### config.mk
export PLATFORM = sky130hd
export DESIGN_NAME = in_buffer_6
export DESIGN_NICKNAME = d
export VERILOG_FILES = /design/src/rtl/in_buffer_6.sv
export SDC_FILE = /design/constraint.sdc
export NUM_CORES = 1
export LEC_CHECK = 0
export BUFFER_PORTS_ARGS = -buffer_cell sky130_fd_sc_hd__buf_2
export CORE_AREA = 5 5 279 145
export DETAILED_ROUTE_END_ITERATION = 8
export DIE_AREA = 0 0 284 150
export PLACE_DENSITY_LB_ADDON = 0.08
export SYNTH_ARGS = -nofsm -noshare
export SYNTH_HDL_FRONTEND = slang
export SYNTH_SLANG_ARGS = --single-unit
### constraint.sdc
create_clock -name clk -period 3.2 [get_ports clk]
set_input_delay 0.8 -clock clk [delete_from_list [all_inputs] [get_ports clk]]
set_output_delay 0.8 -clock clk [all_outputs]
set_load 0.02 [all_outputs]
### src/rtl/in_buffer_6.sv
// in_buffer_6 -- input-port flit FIFO for one router port.
//
// Receives flits from a neighbour's output buffer on a FLIT/VALID/stall
// handshake, holds up to DEPTH flits and presents the oldest one to the
// router core on a read/empty interface. A small framing tracker checks
// header/tail flags on every accepted flit. Flits that break framing are
// consumed but not stored, and they set a sticky error flag.
//
// Ports:
//   clk            rising-edge clock
//   rst            asynchronous, active-low reset
//   FLIT_in        flit from upstream (bit 66 header, bit 65 tail)
//   VALID_in       upstream presents a flit this cycle
//   FWDAUX1_in     reserved, ignored
//   BWDAUX1_out    stall to upstream (1 = flit not accepted this cycle)
//   BWDAUX2_out    reserved, tied 0
//   BWDAUX3_out    reserved, tied 0
//   read           core pops the head flit
//   data_out       head flit
//   empty          no flits stored
//   head_is_header head flit carries the header flag
//   proto_err      sticky framing-error flag
module in_buffer_6 #(
  parameter int unsigned DEPTH  = 6,
  parameter int unsigned FLIT_W = 67
) (
  input  logic              clk,
  input  logic              rst,
  input  logic [FLIT_W-1:0] FLIT_in,
  input  logic              VALID_in,
  input  logic              FWDAUX1_in,
  output logic              BWDAUX1_out,
  output logic              BWDAUX2_out,
  output logic              BWDAUX3_out,
  input  logic              read,
  output logic [FLIT_W-1:0] data_out,
  output logic              empty,
  output logic              head_is_header,
  output logic              proto_err
);

  localparam int unsigned PTR_W = $clog2(DEPTH);
  localparam int unsigned CNT_W = $clog2(DEPTH + 1);

  localparam logic [0:0] ST_IDLE = 1'b0;
  localparam logic [0:0] ST_BODY = 1'b1;

  logic [FLIT_W-1:0] mem_q [DEPTH];
  logic [PTR_W-1:0]  wr_ptr_q, wr_ptr_d;
  logic [PTR_W-1:0]  rd_ptr_q, rd_ptr_d;
  logic [CNT_W-1:0]  count_q, count_d;
  logic [0:0]        state_q, state_d;
  logic              err_q, err_d;

  logic full;
  logic accept;
  logic store;
  logic pop;
  logic flit_hdr;
  logic flit_tail;
  logic unused_aux;

  assign unused_aux = FWDAUX1_in;

  function automatic logic [PTR_W-1:0] ptr_inc(input logic [PTR_W-1:0] p);
    return (p == PTR_W'(DEPTH - 1)) ? '0 : p + PTR_W'(1);
  endfunction

  // Stall depends on registered occupancy only, so a same-cycle pop never
  // releases it and upstream sees a glitch-free signal.
  assign full        = (count_q == CNT_W'(DEPTH));
  assign BWDAUX1_out = full;
  assign BWDAUX2_out = 1'b0;
  assign BWDAUX3_out = 1'b0;

  assign accept    = VALID_in && !full;
  assign flit_hdr  = FLIT_in[FLIT_W-1];
  assign flit_tail = FLIT_in[FLIT_W-2];

  assign empty          = (count_q == '0);
  assign data_out       = mem_q[rd_ptr_q];
  assign head_is_header = !empty && data_out[FLIT_W-1];
  assign proto_err      = err_q;

  assign pop = read && !empty;

  // Framing check: a packet opens with a header and closes with a tail.
  // Out-of-place flits are dropped (still consumed from upstream).
  always_comb begin
    store   = 1'b0;
    state_d = state_q;
    err_d   = err_q;
    if (accept) begin
      case (state_q)
        ST_IDLE: begin
          if (flit_hdr) begin
            store = 1'b1;
            if (!flit_tail) state_d = ST_BODY;
          end else begin
            err_d = 1'b1;
          end
        end
        default: begin
          if (!flit_hdr) begin
            store = 1'b1;
            if (flit_tail) state_d = ST_IDLE;
          end else begin
            err_d = 1'b1;
          end
        end
      endcase
    end
  end

  always_comb begin
    wr_ptr_d = store ? ptr_inc(wr_ptr_q) : wr_ptr_q;
    rd_ptr_d = pop   ? ptr_inc(rd_ptr_q) : rd_ptr_q;
    count_d  = count_q;
    if (store && !pop)      count_d = count_q + CNT_W'(1);
    else if (pop && !store) count_d = count_q - CNT_W'(1);
  end

  always_ff @(posedge clk or negedge rst) begin
    if (!rst) begin
      wr_ptr_q <= '0;
      rd_ptr_q <= '0;
      count_q  <= '0;
      state_q  <= ST_IDLE;
      err_q    <= 1'b0;
      for (int unsigned i = 0; i < DEPTH; i++) mem_q[i] <= '0;
    end else begin
      wr_ptr_q <= wr_ptr_d;
      rd_ptr_q <= rd_ptr_d;
      count_q  <= count_d;
      state_q  <= state_d;
      err_q    <= err_d;
      if (store) mem_q[wr_ptr_q] <= FLIT_in;
    end
  end

endmodule
==> flow_summary_export.csv <==
group,metric,value,unit
placed_design,numPortBuffers,141,
logic_synthesis,most_frequent_cell_after_synthesis,"sky130_fd_sc_hd__dfrtp_1",
power,cellLeakagePower,10.0,nW
critical_path,worstSetupPathType,"flip-flop to primary output",
clock_tree,cts.sink_count,413,
grt,grt_remaining_overflow,0,
timing,drv_slew,0,
clock_tree,cts_max_path_buffers,3,
clock_tree,cts_inserted_buffers,39,
cells_and_area,ff_latch_area,10300,µm²
routing,drt-total-wl,42500,µm
critical_path,startpoint_type,"flip-flop",
power,power_density,1110,nW/µm²
cells_and_area,finalNetCount,1429,
hold_path,min_path_type,"input port to async pin",
routing,post_drt_wl_per_cell,22.6,µm
logic_synthesis,synthArstFlopShare,100,%
timing,final_hold_viol_count,0,
timing,fin_skew,14.9,ps
placed_design,dp.final_hpwl,24600,µm
power,totalPowerFinal,23.9,mW
logic_synthesis,synth_top_area_share,55.6,%
critical_path,worst_r2r_path_depth,6,
timing,post-route-min-period,3070,ps
clock_tree,tritoncts,"yes",
cells_and_area,areaGrowthSynthToFinish,15.6,%
logic_synthesis,synth_enable_flop_cells,0,
grt,grt_pass1_vias,11348,
timing,slew_headroom,63.0,%
logic_synthesis,synthFlopType,"sky130_fd_sc_hd__dfrtp_1",
logic_synthesis,post_synth_main_area_contributors,"sky130_fd_sc_hd__dfrtp_1 (56%), sky130_fd_sc_hd__mux2_2 (18%), sky130_fd_sc_hd__mux4_2 (7.9%)",
timing,timing_worst_slew_pin_value,551,ps
critical_path,worst_ep_arrival_time,2270,ps
critical_path,critical_path.reg2reg.endpoint,"mem_q[31]",
routing,via_count,10527,
logic_synthesis,synth_cells,1213,
routing,vias_per_cell,5.59,
cells_and_area,post_route_cells_drive_above_1_share,47.1,%
clock_tree,cts.htree.levels,2,
routing,drt_drc_violations_left,0,
critical_path,critical_path.reg2reg.startpoint,"count_q[0]",
logic_synthesis,netlist-cell-type-count,36,
floorplan,start_util,48.9,%
floorplan,core,38000,µm²
clock_tree,cts_hold_buf,0,
logic_synthesis,synth_area_leader_cell,"sky130_fd_sc_hd__dfrtp_1",
floorplan,die_w,284,µm
cells_and_area,fillerInstances,3036,
critical_path,worst-r2r-setup-slack,900,ps
critical_path,crit_required,2400,ps
timing,final-setup-viol-count,0,
timing,fmaxAchievable,0.326,GHz
grt,antenna_violations_before_repair,3,
flow_run,drv_cap,0,
logic_synthesis,avgSynthCellArea,15.3,µm²
logic_synthesis,ys_ff_latch,413,
cells_and_area,multi_input_area,7590,µm²
clock_tree,clk_pin_slew,60,ps
placed_design,placed_cells,1812,
logic_synthesis,seq_area_frac_synth,55.6,%
grt,grt_first_pass_wirelength,68600,µm
logic_synthesis,synth.yosys.warnings,0,
cells_and_area,antennaDiodeCount,0,
routing,drt-pass1-iter-count,4,
logic_synthesis,post_synth_most_frequent_cells,"sky130_fd_sc_hd__dfrtp_1 (413), sky130_fd_sc_hd__mux2_2 (303), sky130_fd_sc_hd__mux2_1 (73)",
critical_path,worst_setup_path_end_kind,"primary output",
cells_and_area,post_route_core_utilization,56.6,%
floorplan,ioPinCount,145,
cells_and_area,final_cell_count_no_fill,1884,
routing,postRouteAntennaNets,0,
clock_tree,clk-insertion-delay-late,530,ps
clock_tree,cts.root.buffer_cell,"sky130_fd_sc_hd__clkbuf_16",
timing,hold-worst-slack,201,ps
logic_synthesis,mappedNetlistArea,18600,µm²
grt,grt_use_total,20.4,%
grt,pin_count_of_the_biggest_net_entering_global_routing,87,
floorplan,floorplan.die_area,42600,µm²
timing,min_period_over_period,95.9,%
status,run_status,"complete, no violations",
power,max-vdd-ir-drop,0.702,mV
floorplan,num_rows,51,
placed_design,globalplace.congestion,0.698,
critical_path,critical_path_peak_fanout,27,
floorplan,die_y,150,µm
routing,detailedRoute.firstIterationViolations,542,
## layout by cell type (no fill, tap or decap), types with 3 or more instances in the layout
cell	instances
sky130_fd_sc_hd__dfrtp_1	410
sky130_fd_sc_hd__mux2_2	303
sky130_fd_sc_hd__buf_2	140
sky130_fd_sc_hd__mux2_1	73
sky130_fd_sc_hd__mux2i_1	69
sky130_fd_sc_hd__inv_1	68
sky130_fd_sc_hd__mux4_2	65
sky130_fd_sc_hd__o22ai_1	65
sky130_fd_sc_hd__clkbuf_16	41
sky130_fd_sc_hd__mux2_4	30
sky130_fd_sc_hd__buf_4	21
sky130_fd_sc_hd__buf_12	19
sky130_fd_sc_hd__clkbuf_1	9
sky130_fd_sc_hd__clkbuf_8	8
sky130_fd_sc_hd__clkinv_2	6
sky130_fd_sc_hd__nor2_1	5
sky130_fd_sc_hd__nand2_1	4
sky130_fd_sc_hd__nand2b_1	3
sky130_fd_sc_hd__nand3b_1	3
sky130_fd_sc_hd__xor2_1	3
sky130_fd_sc_hd__bufinv_16	3
## how the worst max path moves through the flow
stage                      from      endpoint  cells past startpoint
floorplan           rd_ptr_q[0]  data_out[36]                      6
global placement    FLIT_in[66]    mem_q[300]                      6
detailed placement  FLIT_in[66]    mem_q[294]                      6
CTS                 rd_ptr_q[0]  data_out[41]                      5
global route        rd_ptr_q[0]  data_out[41]                      6
finish              rd_ptr_q[0]  data_out[41]                      6
## power by group
part | internal (mW) | switching (mW)
registers | 7.80 | 1.29
clock network | 2.77 | 1.96
logic | 5.25 | 4.81
## sequential cells by signal, summed over array words and instances (netlist names)
name	flops
mem_q	402
count_q	3
rd_ptr_q	3
wr_ptr_q	3
proto_err	1
state_q	1
## metrics by stage
| stage | setup WS (ps) | setup TNS, ps | cell area (µm²) |
|---|---|---|---|
| floorplan | 727 | 0 | 18600 |
| global placement | 469 | 0 | 20100 |
| detailed placement | 457 | 0 | 20100 |
| CTS | 4.17 | 0 | 21500 |
| global route | -0.628 | -0.628 | 21500 |
| finish | 131 | 0 | 21500 |
## worst max-delay path, cell delays in order (launching register included)
cell                      delay [ps]
sky130_fd_sc_hd__dfrtp_4         490
sky130_fd_sc_hd__buf_12          160
sky130_fd_sc_hd__buf_16          180
sky130_fd_sc_hd__mux4_2          360
sky130_fd_sc_hd__inv_1            40
sky130_fd_sc_hd__o22ai_1         260
sky130_fd_sc_hd__buf_2           230
## kinds of logic (layout without fill, tap and decap cells)
kind of cell,count (synthesis),after routing,synth area share (%)
compound gates,73,73,2.51
simple gates,25,25,0.734
fa+ha+maj,2,2,0.175
buf+inv,153,320,3.82
flops,413,413,55.6
mux,540,540,36.8
xor+xnor,6,6,0.323
other cells,1,2,0.0202
## per-layer routing
layer  part of all wire [%]  GRT usage, %  vias up
met1                     50          31.1     5596
li1                       -             -     4724
met5                  0.078             0        -
met2                     45          31.6      152
met3                    3.5          3.67       49
met4                    1.0          3.25        6
## area by class of cell
| cell class | count | area share, % |
|---|---|---|
| well taps | 503 | 2.93 |
| multi-input cells | 648 | 35.3 |
| flip-flops and latches | 413 | 48.2 |
| inverters | 68 | 1.19 |
| clock inverters | 9 | 0.559 |
| repair buffers | 185 | 6.40 |
| clock buffers | 58 | 5.45 |
## what timing repair did
item,CTS,global route
hold endpoints to repair,0,0
pin swaps,0,0
endpoints found under the setup margin,15,18
setup buffers,1,2
gates resized for setup,3,0
cloned,2,0
No activity file was read; power rests on OpenSTA's default activity.
